==> src/rtl/ctrl_interrupciones.sv <==
// Interrupt sequencer: edge-detects four IRQ lines, arbitrates them, forces a vector jump
// (annulling the current instruction), and restores the PC from epc on reti.
module ctrl_interrupciones #(
   parameter int                ADDR_W   = 10,
   parameter logic [ADDR_W-1:0] VEC_BASE = ADDR_W'('h3C0)
) (
   input  logic              clk,
   input  logic              reset,
   input  logic [3:0]        irq,
   input  logic [5:0]        opcode,
   input  logic [ADDR_W-1:0] pc_actual,
   output logic              force_jmp,
   output logic              anula,
   output logic [ADDR_W-1:0] pc_dest,
   output logic [3:0]        iack,
   output logic              en_int,
   output logic              en_isr
);

   typedef enum logic [1:0] {IDLE, TAKE, IN_ISR} state_t;

   localparam logic [5:0] OP_EI   = 6'b111110;
   localparam logic [5:0] OP_RETI = 6'b111111;

   state_t            state;
   logic              ie;
   logic [3:0]        irq_q;
   logic [3:0]        pending;
   logic [1:0]        id;
   logic [ADDR_W-1:0] epc;

   logic [1:0] sel_id;
   logic [3:0] rise;
   logic [3:0] clr;
   logic       take;
   logic       is_reti;

   // Scan downward so the lowest pending index is the one left in sel_id.
   always_comb begin
      sel_id = 2'd0;
      for (int i = 3; i >= 0; i--)
         if (pending[i]) sel_id = 2'(i);
   end

   assign rise    = irq & ~irq_q;
   assign take    = (state == IDLE) && ie && (pending != 4'b0);
   assign clr     = take ? (4'b0001 << sel_id) : 4'b0000;
   assign is_reti = (opcode == OP_RETI);
   assign en_int  = ie;

   always_ff @(posedge clk or negedge reset) begin
      if (!reset) begin
         state   <= IDLE;
         ie      <= 1'b0;
         irq_q   <= 4'b0;
         pending <= 4'b0;
         id      <= 2'd0;
         epc     <= '0;
         en_isr  <= 1'b0;
      end else begin
         irq_q   <= irq;
         // A fresh edge on the line being cleared keeps the request alive.
         pending <= (pending & ~clr) | rise;
         case (state)
            IDLE: begin
               if (take) begin
                  state  <= TAKE;
                  id     <= sel_id;
                  ie     <= 1'b0;
                  en_isr <= 1'b1;
               end else if (opcode == OP_EI) begin
                  ie <= 1'b1;
               end
            end
            TAKE: begin
               epc   <= pc_actual;
               state <= IN_ISR;
            end
            IN_ISR: begin
               if (is_reti) begin
                  state  <= IDLE;
                  ie     <= 1'b1;
                  en_isr <= 1'b0;
               end
            end
            default: state <= IDLE;
         endcase
      end
   end

   always_comb begin
      force_jmp = 1'b0;
      anula     = 1'b0;
      pc_dest   = '0;
      iack      = 4'b0;
      case (state)
         TAKE: begin
            force_jmp = 1'b1;
            anula     = 1'b1;
            pc_dest   = VEC_BASE + ADDR_W'({id, 2'b00});
            iack      = 4'b0001 << id;
         end
         IN_ISR: begin
            if (is_reti) begin
               force_jmp = 1'b1;
               pc_dest   = epc;
            end
         end
         default: ;
      endcase
   end

endmodule
==> config.mk <==
export PLATFORM = sky130hd
export DESIGN_NAME = ctrl_interrupciones
export DESIGN_NICKNAME = d
export VERILOG_FILES = /design/src/rtl/ctrl_interrupciones.sv
export SDC_FILE = /design/constraint.sdc
export NUM_CORES = 1
export LEC_CHECK = 0
export ABC_AREA = 1
export BUFFER_PORTS_ARGS = -buffer_cell sky130_fd_sc_hd__buf_2
export CAP_MARGIN = 0
export CORE_MARGIN = 8
export CORE_UTILIZATION = 44
export DETAILED_ROUTE_END_ITERATION = 6
export PLACE_DENSITY = 0.74
export SLEW_MARGIN = 20
export SYNTH_ARGS = -nofsm -noshare
export SYNTH_HDL_FRONTEND = slang
export SYNTH_SLANG_ARGS = --single-unit
==> constraint.sdc <==
create_clock -name clk -period 1.25 [get_ports clk]
set_input_delay 0.0625 -clock clk [delete_from_list [all_inputs] [get_ports clk]]
set_output_delay 0.0625 -clock clk [all_outputs]
set_load 0.01 [all_outputs]
-- Word-level counts from Yosys, hierarchy flattened
Index checks and enable logic that the tools add are counted.
- register bits: 24
- bits in latches: 0
- RAM bits: 0
- ROM bits: 0
- output and inout port bits: 18
- memories: 0
- add/sub/neg operators: 1
- $mul: 0
- div/mod/pow operators: 0
- magnitude comparators: 0
- equal/unequal tests: 7
- shift-type cells: 2
- multiplexer cells: 21
- bitwise logic cells: 5
- reduce and logical (&&, ||, !) cells: 9
- operator list (cell ; number):
    $pmux W10 S2 ; 1
    $eq A6 B6 Y1 const B ; 2
    $mux W2 ; 6
    $mux W10 ; 1
    $add A7 B5 Y8 const A ; 1
    $and A4 B4 Y4 ; 2
    $mux W4 ; 2
    $not A4 Y4 ; 2
    $shl A1 B2 Y4 const A ; 2
    $mux W1 ; 7
    $pmux W1 S2 ; 3
    $pmux W2 S3 ; 1
    $reduce_and A3 Y1 ; 2
    $ne A2 B2 Y1 const B ; 2
    $or A4 B4 Y4 ; 1
    $reduce_and A2 Y1 ; 2
    $reduce_bool A4 Y1 ; 1
    $ne A3 B2 Y1 const B ; 1
    $eq A2 B1 Y1 const B ; 1
    $eq A2 B2 Y1 const B ; 1
    $logic_and A1 B1 Y1 ; 2
    $logic_not A2 Y1 ; 1
    $reduce_bool A2 Y1 ; 1

-- Logic depth before layout (Yosys ltp)
- depth in word-level cells: 9
- mapped depth: 9
- gate-level depth less buffers: 9

-- Worst setup path after synthesis
No wires, ideal clock.
- path kind: register to output
- start point: reg state[1]
- end point: out pc_dest[2]
- arrival: 1.285 ns
- data required time: 1.188 ns
- setup slack: -0.097 ns
- cell stages (with the launch flop): 6
- path buffers: 1
- cell sequence: dfrtp_1 inv_1 ha_1 buf_2 nand2_1 o22ai_2
- word-level cells in the longest chain between the ends: 2
- elaborated cells on any way between the ends: 3
- ends and longest elaborated chain (element ; line ; source):
    from (decl) ; 25 ; state_t state;
    from (signal assigned) ; 53 ; state <= IDLE;
    from (signal assigned) ; 67 ; state <= TAKE;
    from (signal assigned) ; 77 ; state <= IN_ISR;
    $eq A2 B2 Y1 / $eq A2 B1 Y1 (equally long branches) ; 96 ; case (state)
    $pmux W10 S2 * ; 96 ;
    to (decl) ; 14 ; output logic [ADDR_W-1:0] pc_dest,
Every way passes the cells marked *; elsewhere a longest branch is shown, timed or not.

-- Final worst setup path
- start point: reg state[1]
- end point: out pc_dest[0]
Same word-level chain as after synthesis.

==> results.py <==
metrics = {
    "routing": {
        "drc": 0,
        "dr.first_iter.drc_count": 39,
        "drt-total-wl_mm": 3.789,
        "vias": 1238,
        "drt-pass1-iter-count": 4,
        "drtAntennaViolNets": 0,
        "wire_per_inst_um": 15.53,
        "vias_per_cell": 5.074,
    },
    "finish": {
        "fin_nets": 239,
        "drive_above_1_share": 0.5613,
        "fillCellCount": 189,
        "ff_latch_area_um2": 600.6,
        "fin_cells": 244,
        "final_cell_mix": "39 x buf_2, 24 x dfrtp_1, 20 x nand2_1",
        "multi_input_area_um2": 681.9,
        "area_growth_pct": 63.65,
        "final_common_cell": "buf_2",
    },
    "yosys": {
        "synth_cells": 139,
        "ys_ff_latch": 24,
        "synth_cell_types": 23,
        "synth_fp_nets": 165,
        "seq_area_frac_synth": 0.4943,
        "synth_top_area_frac": 0.4943,
        "syn_avg_cell_area_um2": 8.740,
        "synth.cell_area_um2": 1215,
        "yosys_warnings": 0,
        "yosysTopAreaCell": "dfrtp_1",
        "synth.area.top_cells": "dfrtp_1 49%, nand2_1 9.3%, inv_1 5.6%",
    },
    "floorplanning": {
        "ios": 40,
        "die_x_um": 68.55,
        "initial_core_util": 0.4523,
        "core.rowCount": 19,
        "coreArea_um2": 2686,
        "die_area_um2": 4698,
        "die_y_um": 68.55,
    },
    "sta": {
        "setup_viol": 27,
        "fmax_mhz": 586.1,
        "post-route-min-period_ns": 1.706,
        "finalCritPeriodShare": 1.365,
        "clock-skew-final_ns": 0.007137,
        "finalHoldViolations": 0,
        "worst_slack_ns": -0.4563,
        "rsz0062_at_grt": "true",
        "relSlewSlack": 0.6388,
        "hold_ws_ns": 0.02333,
        "finalMaxSlewViolations": 0,
        "tightest_slew_ns": 0.5418,
    },
    "pwr": {
        "p_leak_uw": 0.0009956,
        "ir_worst_vdd_v": 0.001663,
        "p_per_area_nw_per_um2": 2260,
    },
    "place": {
        "hpwl_mm": 2.280,
        "placedCellCount": 220,
        "io_buffers": 39,
        "gp_congestion": 0.8340,
    },
    "run": {
        "maxCapViolations": 0,
    },
    "setup_path": {
        "critPathRequiredTime_ns": 1.19,
        "critPathKind": "flip-flop to output pin",
        "cp.arrival_ns": 1.64,
        "cp_max_fo": 6,
        "worst_setup_path_end_kind": "output pin",
        "startpoint_type": "flip-flop",
    },
    "outcome": {
        "status": "complete, but fails checks",
        "failed_checks": "negative setup slack",
    },
    "clock_tree": {
        "clk_pin_slew_ns": 0.14,
        "cts_buffer_depth": 2,
        "root_buffer": "clkbuf_4",
        "cts_num_sinks": 24,
        "cts_made_buffers": 3,
        "htreeDepth": 1,
        "cts_tree": "built",
        "worstSkewPairLatency_ns": 0.32,
    },
    "grt": {
        "grt_pass1_vias": 1211,
        "gr-total-overflow": 0,
        "grt_pass1_wl_mm": 5.257,
        "grt_max_degree": 25,
        "antenna_found_initial": 1,
        "track_usage": 0.1479,
    },
    "worst_hold_path": {
        "hp-class": "input port to flip-flop",
    },
}
==> sequential cells by signal (all words and copies together) (netlist names) <==
register and flops:
irq_q 4, state 2, en_int 1, epc 10
id 2, en_isr 1, pending 4
==> worst paths after layout <==
path / from / endpoint / slack, ns / cells past startpoint
max reg2reg: state[1]$_DFFE_PN0P_ / epc[6]$_DFFE_PN0P_ / -0.17 / 9
min reg2reg: irq_q[1]$_DFF_PN0_ / pending[1]$_DFF_PN0_ / 0.42 / 1
min in group asynchronous: reset / epc[7]$_DFFE_PN0P_ / 0.24 / 2
max in group asynchronous: reset / pending[3]$_DFF_PN0_ / 0.65 / 2
max: state[1]$_DFFE_PN0P_ / pc_dest[0] / -0.46 / 6
min: pc_actual[6] / epc[6]$_DFFE_PN0P_ / 0.02 / 3
==> final cells by class <==
| cell class | count | area share |
|---|---|---|
| well taps | 31 | 0.01951 |
| diodes | 1 | 0.001259 |
| flip-flops and latches | 24 | 0.3021 |
| repair buffers | 72 | 0.2744 |
| inverters | 20 | 0.04154 |
| clock buffers | 4 | 0.01825 |
| multi-input cells | 92 | 0.3430 |
==> layer usage <==
metal	wire length, um	global-route usage	vias up
met5	0	0	-
met4	157	0.08951	0
met2	2158	0.2787	38
met1	1277	0.1466	603
li1	-	-	583
met3	196	0.02585	14
==> what timing repair did <==
action                                  CTS  global route
cloned                                    0             1
hold buffers                             14             0
endpoints found under the setup margin   30            31
gates resized for setup                  31            31
setup buffers                             2             2
pin swaps                                 8             9
endpoints found under the hold margin    41             0
==> cell usage after synthesis, drive strengths merged <==
cell / instances
o21ai: 17
nand2: 37
o31ai: 1
buf: 3
o22ai: 1
nor2: 19
nor3: 2
ha: 4
nand3: 6
inv: 19
dfrtp: 24
nand4: 1
clkinv: 1
a21oi: 4
==> kinds of logic after synthesis <==
| logic type | count (synthesis) | share of synthesized area |
|---|---|---|
| flip-flops | 24 | 0.4943 |
| AND/OR/NAND/NOR | 65 | 0.2616 |
| AO/OA/AOI/OAI | 23 | 0.1226 |
| buffers and inverters | 23 | 0.08032 |
| adder cells (fa/ha/maj) | 4 | 0.04120 |
==> stage by stage <==
step	total power (uW)	utilization	setup TNS [ns]	worst slack (ns)	cell area, um2
after global routing	4756	0.7401	-8.362	-0.4953	1988
after floorplan	2364	-	-0.05834	-0.01539	1220
after CTS	3969	0.6921	-5.914	-0.3950	1859
final	4492	0.7401	-7.102	-0.4563	1988
after detailed placement	3136	0.5771	-1.527	-0.1470	1550
after global placement	3028	0.5771	-0.4728	-0.06493	1550
==> power breakdown <==
group	total (uW)	internal, uW	leakage, uW	switching, uW
clock	425	178	0.0000210	247
sequential	1270	1070	0.000280	196
combinational	2800	1310	0.000695	1500
==> worst max-delay path, stage by stage (launching register included) <==
cell and delay [ns]:
dfrtp_1 0.40, inv_2 0.07, ha_4 0.30, nand4_4 0.11, buf_6 0.16, nor2_2 0.12
buf_2 0.16
Power figures use the tool's default switching activity.
